<file path="src/rtl/dmem_pkg.sv">
// Shared types and helpers for the data-memory wait-state controller.
// Contents: FSM state enum, default geometry localparams, address checker.
package dmem_pkg;

    // Default geometry (32-bit words, 64 words); instances derive their own.
    localparam int unsigned DATA_W_DEF = 32;
    localparam int unsigned DEPTH_DEF  = 64;
    localparam int unsigned BE_W       = DATA_W_DEF / 8;
    localparam int unsigned OFF_W      = $clog2(BE_W);
    localparam int unsigned IDX_W      = $clog2(DEPTH_DEF);

    // Widest byte address the checker handles; LATENCY fits in CNT_W bits.
    localparam int unsigned MAX_ADDR_W = 64;
    localparam int unsigned CNT_W      = 4;

    typedef enum logic [1:0] {
        IDLE = 2'd0,
        WAIT = 2'd1,
        RESP = 2'd2
    } state_t;

    // Returns {misaligned, out_of_range} for a zero-extended byte address.
    function automatic logic [1:0] addr_check(
        input logic [MAX_ADDR_W-1:0] addr,
        input int unsigned           off_w,
        input int unsigned           idx_w,
        input int unsigned           addr_w
    );
        logic mis;
        logic oor;
        mis = 1'b0;
        oor = 1'b0;
        for (int unsigned i = 0; i < MAX_ADDR_W; i++) begin
            if (i < off_w && addr[i]) begin
                mis = 1'b1;
            end
            if (i >= off_w + idx_w && i < addr_w && addr[i]) begin
                oor = 1'b1;
            end
        end
        return {mis, oor};
    endfunction

endpackage

</file>
<file path="src/rtl/dmem_wait_ctrl_array.sv">
// Single-port DEPTH x DATA_W storage with byte-enabled synchronous write
// and synchronous (registered) read. No reset, so it maps onto one RAM.
// Ports: clk; en (access strobe); we (1=write); be (byte enables);
//        idx (word index); wdata (write data); rdata (read register).
module dmem_array #(
    parameter int unsigned DATA_W = 32,
    parameter int unsigned DEPTH  = 64
) (
    input  logic                       clk,
    input  logic                       en,
    input  logic                       we,
    input  logic [DATA_W/8-1:0]        be,
    input  logic [$clog2(DEPTH)-1:0]   idx,
    input  logic [DATA_W-1:0]          wdata,
    output logic [DATA_W-1:0]          rdata
);

    localparam int unsigned BE_N = DATA_W / 8;

    logic [DATA_W-1:0] mem [DEPTH];

    // Write updates only enabled bytes; read register changes only on loads.
    always_ff @(posedge clk) begin
        if (en) begin
            if (we) begin
                for (int unsigned b = 0; b < BE_N; b++) begin
                    if (be[b]) begin
                        mem[idx][b*8 +: 8] <= wdata[b*8 +: 8];
                    end
                end
            end else begin
                rdata <= mem[idx];
            end
        end
    end

endmodule

</file>
<file path="src/rtl/dmem_wait_ctrl.sv">
// Data-memory block for the MEM stage: single-outstanding valid/ready request
// port, LATENCY wait states, byte-enabled stores, error response for
// misaligned or out-of-range addresses.
// Ports: clk, rst (async, active-high);
//        req_valid/req_ready handshake, req_we, req_be, req_addr, req_wdata;
//        resp_valid (one-cycle pulse), resp_rdata, resp_err (held until the
//        next response); busy (access in flight).
module dmem_wait_ctrl
    import dmem_pkg::*;
#(
    parameter int unsigned DATA_W  = 32,
    parameter int unsigned ADDR_W  = 32,
    parameter int unsigned DEPTH   = 64,
    parameter int unsigned LATENCY = 1
) (
    input  logic                 clk,
    input  logic                 rst,
    input  logic                 req_valid,
    output logic                 req_ready,
    input  logic                 req_we,
    input  logic [DATA_W/8-1:0]  req_be,
    input  logic [ADDR_W-1:0]    req_addr,
    input  logic [DATA_W-1:0]    req_wdata,
    output logic                 resp_valid,
    output logic [DATA_W-1:0]    resp_rdata,
    output logic                 resp_err,
    output logic                 busy
);

    localparam int unsigned BE_N  = DATA_W / 8;
    localparam int unsigned OFF_N = $clog2(BE_N);
    localparam int unsigned IDX_N = $clog2(DEPTH);
    localparam logic [CNT_W-1:0] LAT_CNT = CNT_W'(LATENCY);

    state_t             state;
    state_t             state_nx;
    logic [CNT_W-1:0]   cnt;
    logic [CNT_W-1:0]   cnt_nx;

    // Captured request
    logic               q_we;
    logic [BE_N-1:0]    q_be;
    logic [ADDR_W-1:0]  q_addr;
    logic [DATA_W-1:0]  q_wdata;

    // Response qualifier: last completed access was an error-free load
    logic               rd_ok;

    logic               accept_c;
    logic               access_c;
    logic               live_c;
    logic               a_we_c;
    logic [BE_N-1:0]    a_be_c;
    logic [ADDR_W-1:0]  a_addr_c;
    logic [DATA_W-1:0]  a_wdata_c;
    logic [1:0]         a_chk_c;
    logic               a_err_c;
    logic               mem_en_c;
    logic [DATA_W-1:0]  mem_q;

    assign accept_c = req_valid && req_ready;

    // Next-state and wait counter
    always_comb begin
        state_nx = state;
        cnt_nx   = cnt;
        case (state)
            IDLE, RESP: begin
                state_nx = IDLE;
                if (accept_c) begin
                    if (LATENCY == 0) begin
                        state_nx = RESP;
                    end else begin
                        state_nx = WAIT;
                        cnt_nx   = LAT_CNT;
                    end
                end
            end
            WAIT: begin
                cnt_nx = cnt - CNT_W'(1);
                if (cnt == CNT_W'(1)) begin
                    state_nx = RESP;
                end
            end
            default: state_nx = IDLE;
        endcase
    end

    // The array is touched on the edge entering RESP. With no wait states that
    // edge is the accept edge, so the live request is used; from WAIT the
    // captured copy is used.
    assign live_c    = (state != WAIT);
    assign a_we_c    = live_c ? req_we    : q_we;
    assign a_be_c    = live_c ? req_be    : q_be;
    assign a_addr_c  = live_c ? req_addr  : q_addr;
    assign a_wdata_c = live_c ? req_wdata : q_wdata;
    assign a_chk_c   = addr_check(MAX_ADDR_W'(a_addr_c), OFF_N, IDX_N, ADDR_W);
    assign a_err_c   = |a_chk_c;

    // Gated by rst so a request presented during reset can never write
    assign access_c  = (state_nx == RESP) && !rst;
    assign mem_en_c  = access_c && !a_err_c;

    dmem_array #(
        .DATA_W (DATA_W),
        .DEPTH  (DEPTH)
    ) u_array (
        .clk   (clk),
        .en    (mem_en_c),
        .we    (a_we_c),
        .be    (a_be_c),
        .idx   (a_addr_c[OFF_N +: IDX_N]),
        .wdata (a_wdata_c),
        .rdata (mem_q)
    );

    // State, registered handshake/status outputs, response qualifiers
    always_ff @(posedge clk or posedge rst) begin
        if (rst) begin
            state      <= IDLE;
            cnt        <= '0;
            req_ready  <= 1'b1;
            busy       <= 1'b0;
            resp_valid <= 1'b0;
            resp_err   <= 1'b0;
            rd_ok      <= 1'b0;
        end else begin
            state      <= state_nx;
            cnt        <= cnt_nx;
            req_ready  <= (state_nx != WAIT);
            busy       <= (state_nx != IDLE);
            resp_valid <= (state_nx == RESP);
            if (access_c) begin
                resp_err <= a_err_c;
                rd_ok    <= !a_we_c && !a_err_c;
            end
        end
    end

    // Request capture on accept
    always_ff @(posedge clk or posedge rst) begin
        if (rst) begin
            q_we    <= 1'b0;
            q_be    <= '0;
            q_addr  <= '0;
            q_wdata <= '0;
        end else if (accept_c) begin
            q_we    <= req_we;
            q_be    <= req_be;
            q_addr  <= req_addr;
            q_wdata <= req_wdata;
        end
    end

    // The RAM read register has no reset; a registered qualifier forces zero
    // for stores, errors and after reset, and holds the load data otherwise.
    assign resp_rdata = rd_ok ? mem_q : '0;

endmodule

</file>
<file path="config.mk">
export PLATFORM = sky130hd
export DESIGN_NAME = dmem_wait_ctrl
export DESIGN_NICKNAME = d
export VERILOG_FILES = /design/src/rtl/dmem_pkg.sv /design/src/rtl/dmem_wait_ctrl_array.sv /design/src/rtl/dmem_wait_ctrl.sv
export SDC_FILE = /design/constraint.sdc
export NUM_CORES = 2
export LEC_CHECK = 0
export ABC_AREA = 1
export CORE_ASPECT_RATIO = 1.4
export CORE_MARGIN = 2
export CORE_UTILIZATION = 55
export CTS_CLUSTER_DIAMETER = 150
export DETAILED_ROUTE_END_ITERATION = 12
export PLACE_DENSITY = 0.71
export SYNTH_ARGS = -nofsm -noshare
export SYNTH_HDL_FRONTEND = slang
export SYNTH_SLANG_ARGS = --single-unit
</file>
<file path="constraint.sdc">
create_clock -name clk -period 5.2 [get_ports clk]
set_input_delay 1.04 -clock clk [delete_from_list [all_inputs] [get_ports clk]]
set_output_delay 1.04 -clock clk [all_outputs]
set_load 0.01 [all_outputs]
</file>
# Word level (Yosys, flattened, before mapping)
# Memories as Yosys holds them, arrays and structs flattened. A register that Yosys moved wholly into a read port is not among the register bits.
# Cells that the tools add are included.
# W data, S select, Z words.
# classes
n_addsub,1
eq_ne,7
n_mux,52
bitwise_logic,1
n_reduce_logical,14
# ops
cell,count
$mux W32,3
$mux W1,44
$mux W4,2
$pmux W4 S2,1
$eq A2 B2 Y1 const B,2
$eq A4 B1 Y1 const B,1
$logic_and A1 B1 Y1,4
$ne A2 B1 Y1 const B,2
$pmux W2 S2,1
$reduce_and A2 Y1,2
$reduce_bool A2 Y1,2
$reduce_or A2 Y1,2
$sub A4 B1 Y4 const B,1
$logic_not A1 Y1,3
$eq A2 B1 Y1 const B,1
$logic_not A2 Y1,1
$mux W2,1
$ne A2 B2 Y1 const B,1
$not A1 Y1,1
# totals
register_bits,80
ram_bits,2048
in_bits,72
wordCells,87
mem_count,1
# mem_list
name,words,width,rd,rd_ports_with_merged_regs,wr,line_no,rtl
u_array.mem,64,32,1,1,1,dmem_wait_ctrl_array.sv:20,logic [DATA_W-1:0] mem [DEPTH];

# Depth between registers and ports, before layout
# logic_depth
word_depth,31
ltp_mapped,14
depth_no_buf,11

# By module
# From an unflattened synthesis, not the netlist that was laid out.
# unflattened
hier_cells,9276
area_unflattened_um2,91995.7
# by_module_without_submodules
mod,n_inst,cells_each,area_per_inst_um2,seq_area_each_um2
dmem_array,1,8727,88059.5,62459.9
dmem_wait_ctrl,1,549,3936.3,2003.2

# Least setup slack after synthesis
# No wires, ideal clock.
# synth_timing
path_type,in2reg
start,input port req_wdata[31]
end,"memory u_array.mem[0][31], data pin"
setup_ns,0.702
arrival_time_ns,3.608
setup_slack_ns,0.890
path_stages,2
path_cell_list,inv_1 > o21ai_0
# synth_via
elab_chain_len,1
# synth_lines
element,line_no,rtl
start: declaration,dmem_wait_ctrl.sv:23,"input logic [DATA_W-1:0] req_wdata,"
$mux W32,dmem_wait_ctrl.sv:96,assign a_wdata_c = live_c ? req_wdata : q_wdata;
named net a_wdata_c[31],dmem_wait_ctrl.sv:55,logic [DATA_W-1:0] a_wdata_c;
end: declaration,dmem_wait_ctrl_array.sv:20,
# The timed path passes the listed nets, and every way through them passes these cells.

# Final worst setup path
# layout_timing
start,register state[0]
end,"memory u_array.mem[41][11], enable pin"
# layout_via
elab_chain_len,31
# layout_lines
element,line_no,rtl
start: declaration,dmem_wait_ctrl.sv:35,state_t state;
start signal: assignment,dmem_wait_ctrl.sv:128,state <= state_nx;
$ne A2 B1 Y1,dmem_wait_ctrl.sv:92,assign live_c = (state != WAIT);
$mux W32,dmem_wait_ctrl.sv:95,assign a_addr_c = live_c ? req_addr : q_addr;
$mux W1 (24 in a row),dmem_pkg.sv:37,if (i >= off_w + idx_w && i < addr_w && addr[i]) begin
$reduce_or A2 Y1,dmem_wait_ctrl.sv:98,assign a_err_c = |a_chk_c;
$logic_not A1 Y1,dmem_wait_ctrl.sv:102,assign mem_en_c = access_c && !a_err_c;
$logic_and A1 B1 Y1,dmem_wait_ctrl.sv:102,
$mux W1,dmem_wait_ctrl_array.sv:24,if (en) begin
$mux W1 (not written as such),dmem_wait_ctrl_array.sv:28,mem[idx][b*8 +: 8] <= wdata[b*8 +: 8];
# Several ways; a longest one is shown, not always the timed one.

==> flow_metrics.env <==
export IMPL_pwr_density_cell_mw_per_mm2=567
export IMPL_power_frac_clock=0.238
export IMPL_power_share_combinational=0.385
export IMPL_fmax_ghz=0.254
export IMPL_hp_class="register to register"
export IMPL_post_cts_buffers=0
export IMPL_maxCapViolCount=0
export IMPL_status="complete, no violations"
export IMPL_fillers=13400
export IMPL_wl_mm=261
export IMPL_seq_power_share=0.377
export IMPL_die_x_um=353
export IMPL_post_dp_hpwl_mm=168
export IMPL_layout_commonest_cell="nand2_1"
export IMPL_drt_drc_violations_left=0
export IMPL_synth_avg_cell_area_um2=9.98
export IMPL_ant_nets=0
export IMPL_ctsHoldBuffers=0
export IMPL_numPortBuffers=107
export IMPL_leakage_nw=46.4
export IMPL_synth_seq_area_share=0.686
export IMPL_post_drt_wl_per_cell_um=21.6
export IMPL_nNetsFinal=9712
export IMPL_switching_power_mw=24.4
export IMPL_clockRootBuffer="clkbuf_16"
export IMPL_cts_resized=0
export IMPL_drtIter0Drc=8114
export IMPL_cp_start_kind="register"
export IMPL_skew_ns=0.0318
export IMPL_avgViaCountPerCell=5.35
export IMPL_core_area_mm2=0.170
export IMPL_first_global_vias=62800
export IMPL_clk_latency_ns=0.84
export IMPL_yosys_most_used_dff="edfxtp_1"
export IMPL_yosysWarnings=0
export IMPL_max_slew_margin_rel=0.226
export IMPL_synthesis_nets=9485
export IMPL_synth_seq_cells=2160
export IMPL_setup_viol=0
export IMPL_worst_pin_slew_ns=1.16
export IMPL_mostFrequentLayoutCells="nand2_1, edfxtp_1, inv_1, nand3_1, nor2_1"
export IMPL_grt_max_degree=169
export IMPL_syn_instance_count=9411
export IMPL_gp_congestion=0.950
export IMPL_cts_buffer_depth=3
export IMPL_slew_violations=0
export IMPL_async_flop_share=0.0370
export IMPL_layout_min_cycle_time_ns=3.93
export IMPL_syn_area_mm2=0.0939
export IMPL_cts_sinks=2160
export IMPL_hold_viol=0
export IMPL_max_stage_delay_ns=0.55
export IMPL_cp_data_arrival_time_ns=4.48
export IMPL_cts_buffers=188
export IMPL_synth_edff_count=2080
export IMPL_dr_pass1_iters=6
export IMPL_antenna_found_initial=18
export IMPL_cts_tree="done"
export IMPL_vias=64600
export IMPL_cp_max_fo=27
export IMPL_p_sw_frac=0.406
export IMPL_rows=179
export IMPL_p_int_mw=35.6
export IMPL_crit_chain="nand2_4 > o21ai_2 > inv_2 > nor3_4 > buf_4 > nand2_1 > buf_4 > nor2_1 > buf_4"
export IMPL_finalPower_mw=60.0
export IMPL_period_share=0.756
export IMPL_criticalPathCategory="register to register"
export IMPL_synthToLayoutAreaGrowth_pct=12.6
export IMPL_path_clk_slew_ns=0.07
export IMPL_floorplan_initialDensity=0.553
export IMPL_h_tree_depth=4
export IMPL_cpMaxStageDelayCell="o21ai_2"
export IMPL_grt_overflow_total=0
export IMPL_io_pins=108
export IMPL_grt_total_usage=0.298
export IMPL_grt_pass1_wl_mm=385
export IMPL_crit_path_frequent_cell="buf_4"
export IMPL_synth_distinct_cells=29
export IMPL_critical_path_endpoint_type="register"
export IMPL_die_area_mm2=0.174
export IMPL_tns_ns=0
export IMPL_worstPathRequired_ns=5.75
export IMPL_vdd_drop_max_mv=1.04
export IMPL_die_h_um=493
export IMPL_drive_above_1_share=0.0727
export IMPL_rsz0062_at_grt="no"
-- synth_stat cells (all sizes together), types with 2 or more instances --
cell,count,area (um2)
nand3b,33,248
ha,2,25.0
buf,222,1080
nand4,4,25.0
nand2,2931,11000
nand3,1001,5010
nor4,7,43.8
clkbuf,203,762
dfrtp,79,1980
nor3,12,95.1
o22ai,2,12.5
o21ai,377,1900
edfxtp,2080,62500
nor2,372,1410
inv,2082,7810
-- final cells by class --
class | count | area, um2 | area share
well taps | 2262 | 2830 | 0.0268
repair buffers | 462 | 4100 | 0.0388
clock buffers | 224 | 4970 | 0.0470
inverters | 2083 | 7820 | 0.0739
clock inverters | 122 | 1240 | 0.0118
multi-input cells | 4743 | 20300 | 0.192
flip-flops and latches | 2160 | 64500 | 0.610
diodes | 14 | 35.0 | 0.000331
-- flip-flops by register name (all words and copies together) (netlist names) --
| name | flops |
|---|---|
| busy | 1 |
| cnt | 4 |
| q_addr | 32 |
| q_be | 4 |
| q_wdata | 32 |
| q_we | 1 |
| rd_ok | 1 |
| req_ready | 1 |
| resp_err | 1 |
| resp_valid | 1 |
| state | 2 |
| u_array.mem | 2048 |
| u_array.rdata | 32 |
-- critical path, delay by kind of cell (launching register included) --
kind | cells | cell delay (ns)
flops | 1 | 0.52
compound gates | 1 | 0.55
buf+inv | 4 | 1.18
simple gates | 4 | 1.35
-- metal layers --
metal	vias to the layer above	GRT usage	routed length [um]
li1	30000	-	-
met1	30600	0.373	94300
met2	3336	0.487	124000
met3	683	0.0515	24600
met4	6	0.182	17700
met5	-	0	33
-- power by group through the flow --
| stage | clock network [mW] | logic, mW | registers (mW) |
|---|---|---|---|
| 6_report | 14.3 | 23.1 | 22.6 |
| 5_1_grt | 15.0 | 24.7 | 22.6 |
| 4_1_cts | 14.4 | 22.7 | 22.6 |
| 3_5_place_dp | 0 | 22.6 | 23.0 |
| 3_3_place_gp | 0 | 22.3 | 23.0 |
| 2_1_floorplan | 0 | 12.9 | 23.4 |
-- final timing paths --
path | start | end | slack (ns) | cells after the start
worst min register to register | q_addr[20] | q_addr[20] | 0.48 | 2
max in group asynchronous | rst | q_wdata[8] | 3.56 | 3
worst max-delay path | state[0] | u_array.mem[41][11] | 1.27 | 9
worst min-delay path | q_addr[20] | q_addr[20] | 0.48 | 2
min in group asynchronous | rst | q_addr[16] | 0.75 | 2
worst max register to register | state[0] | u_array.mem[41][11] | 1.27 | 9
-- logic make-up (layout without fill, tap and decap cells) --
group                    count (synthesis)  after routing  share of synthesized area
AO/OA/AOI/OAI                          380            380                     0.0204
other                                    0             14                          0
XOR/XNOR                                 1              1                  0.0000933
flip-flops                            2160           2160                      0.686
adder cells (fa/ha/maj)                  2              2                   0.000266
AND/OR/NAND/NOR                       4360           4360                      0.190
buffers and inverters                 2508           2891                      0.103
-- through the flow --
| stage | instances | hold WS, ns | instance area, um2 | utilization | setup slack, ns |
|---|---|---|---|---|---|
| floorplan | 9411 | 0.449 | 93900 | - | 0.890 |
| global placement | 11700 | 0.464 | 99500 | 0.586 | 0.687 |
| detailed placement | 11700 | 0.466 | 99500 | 0.586 | 0.705 |
| CTS | 12100 | 0.483 | 106000 | 0.623 | 1.41 |
| global route | 12100 | 0.509 | 106000 | 0.623 | 1.18 |
| finish | 12100 | 0.483 | 106000 | 0.623 | 1.27 |
No activity file was read; power rests on OpenSTA's default activity.
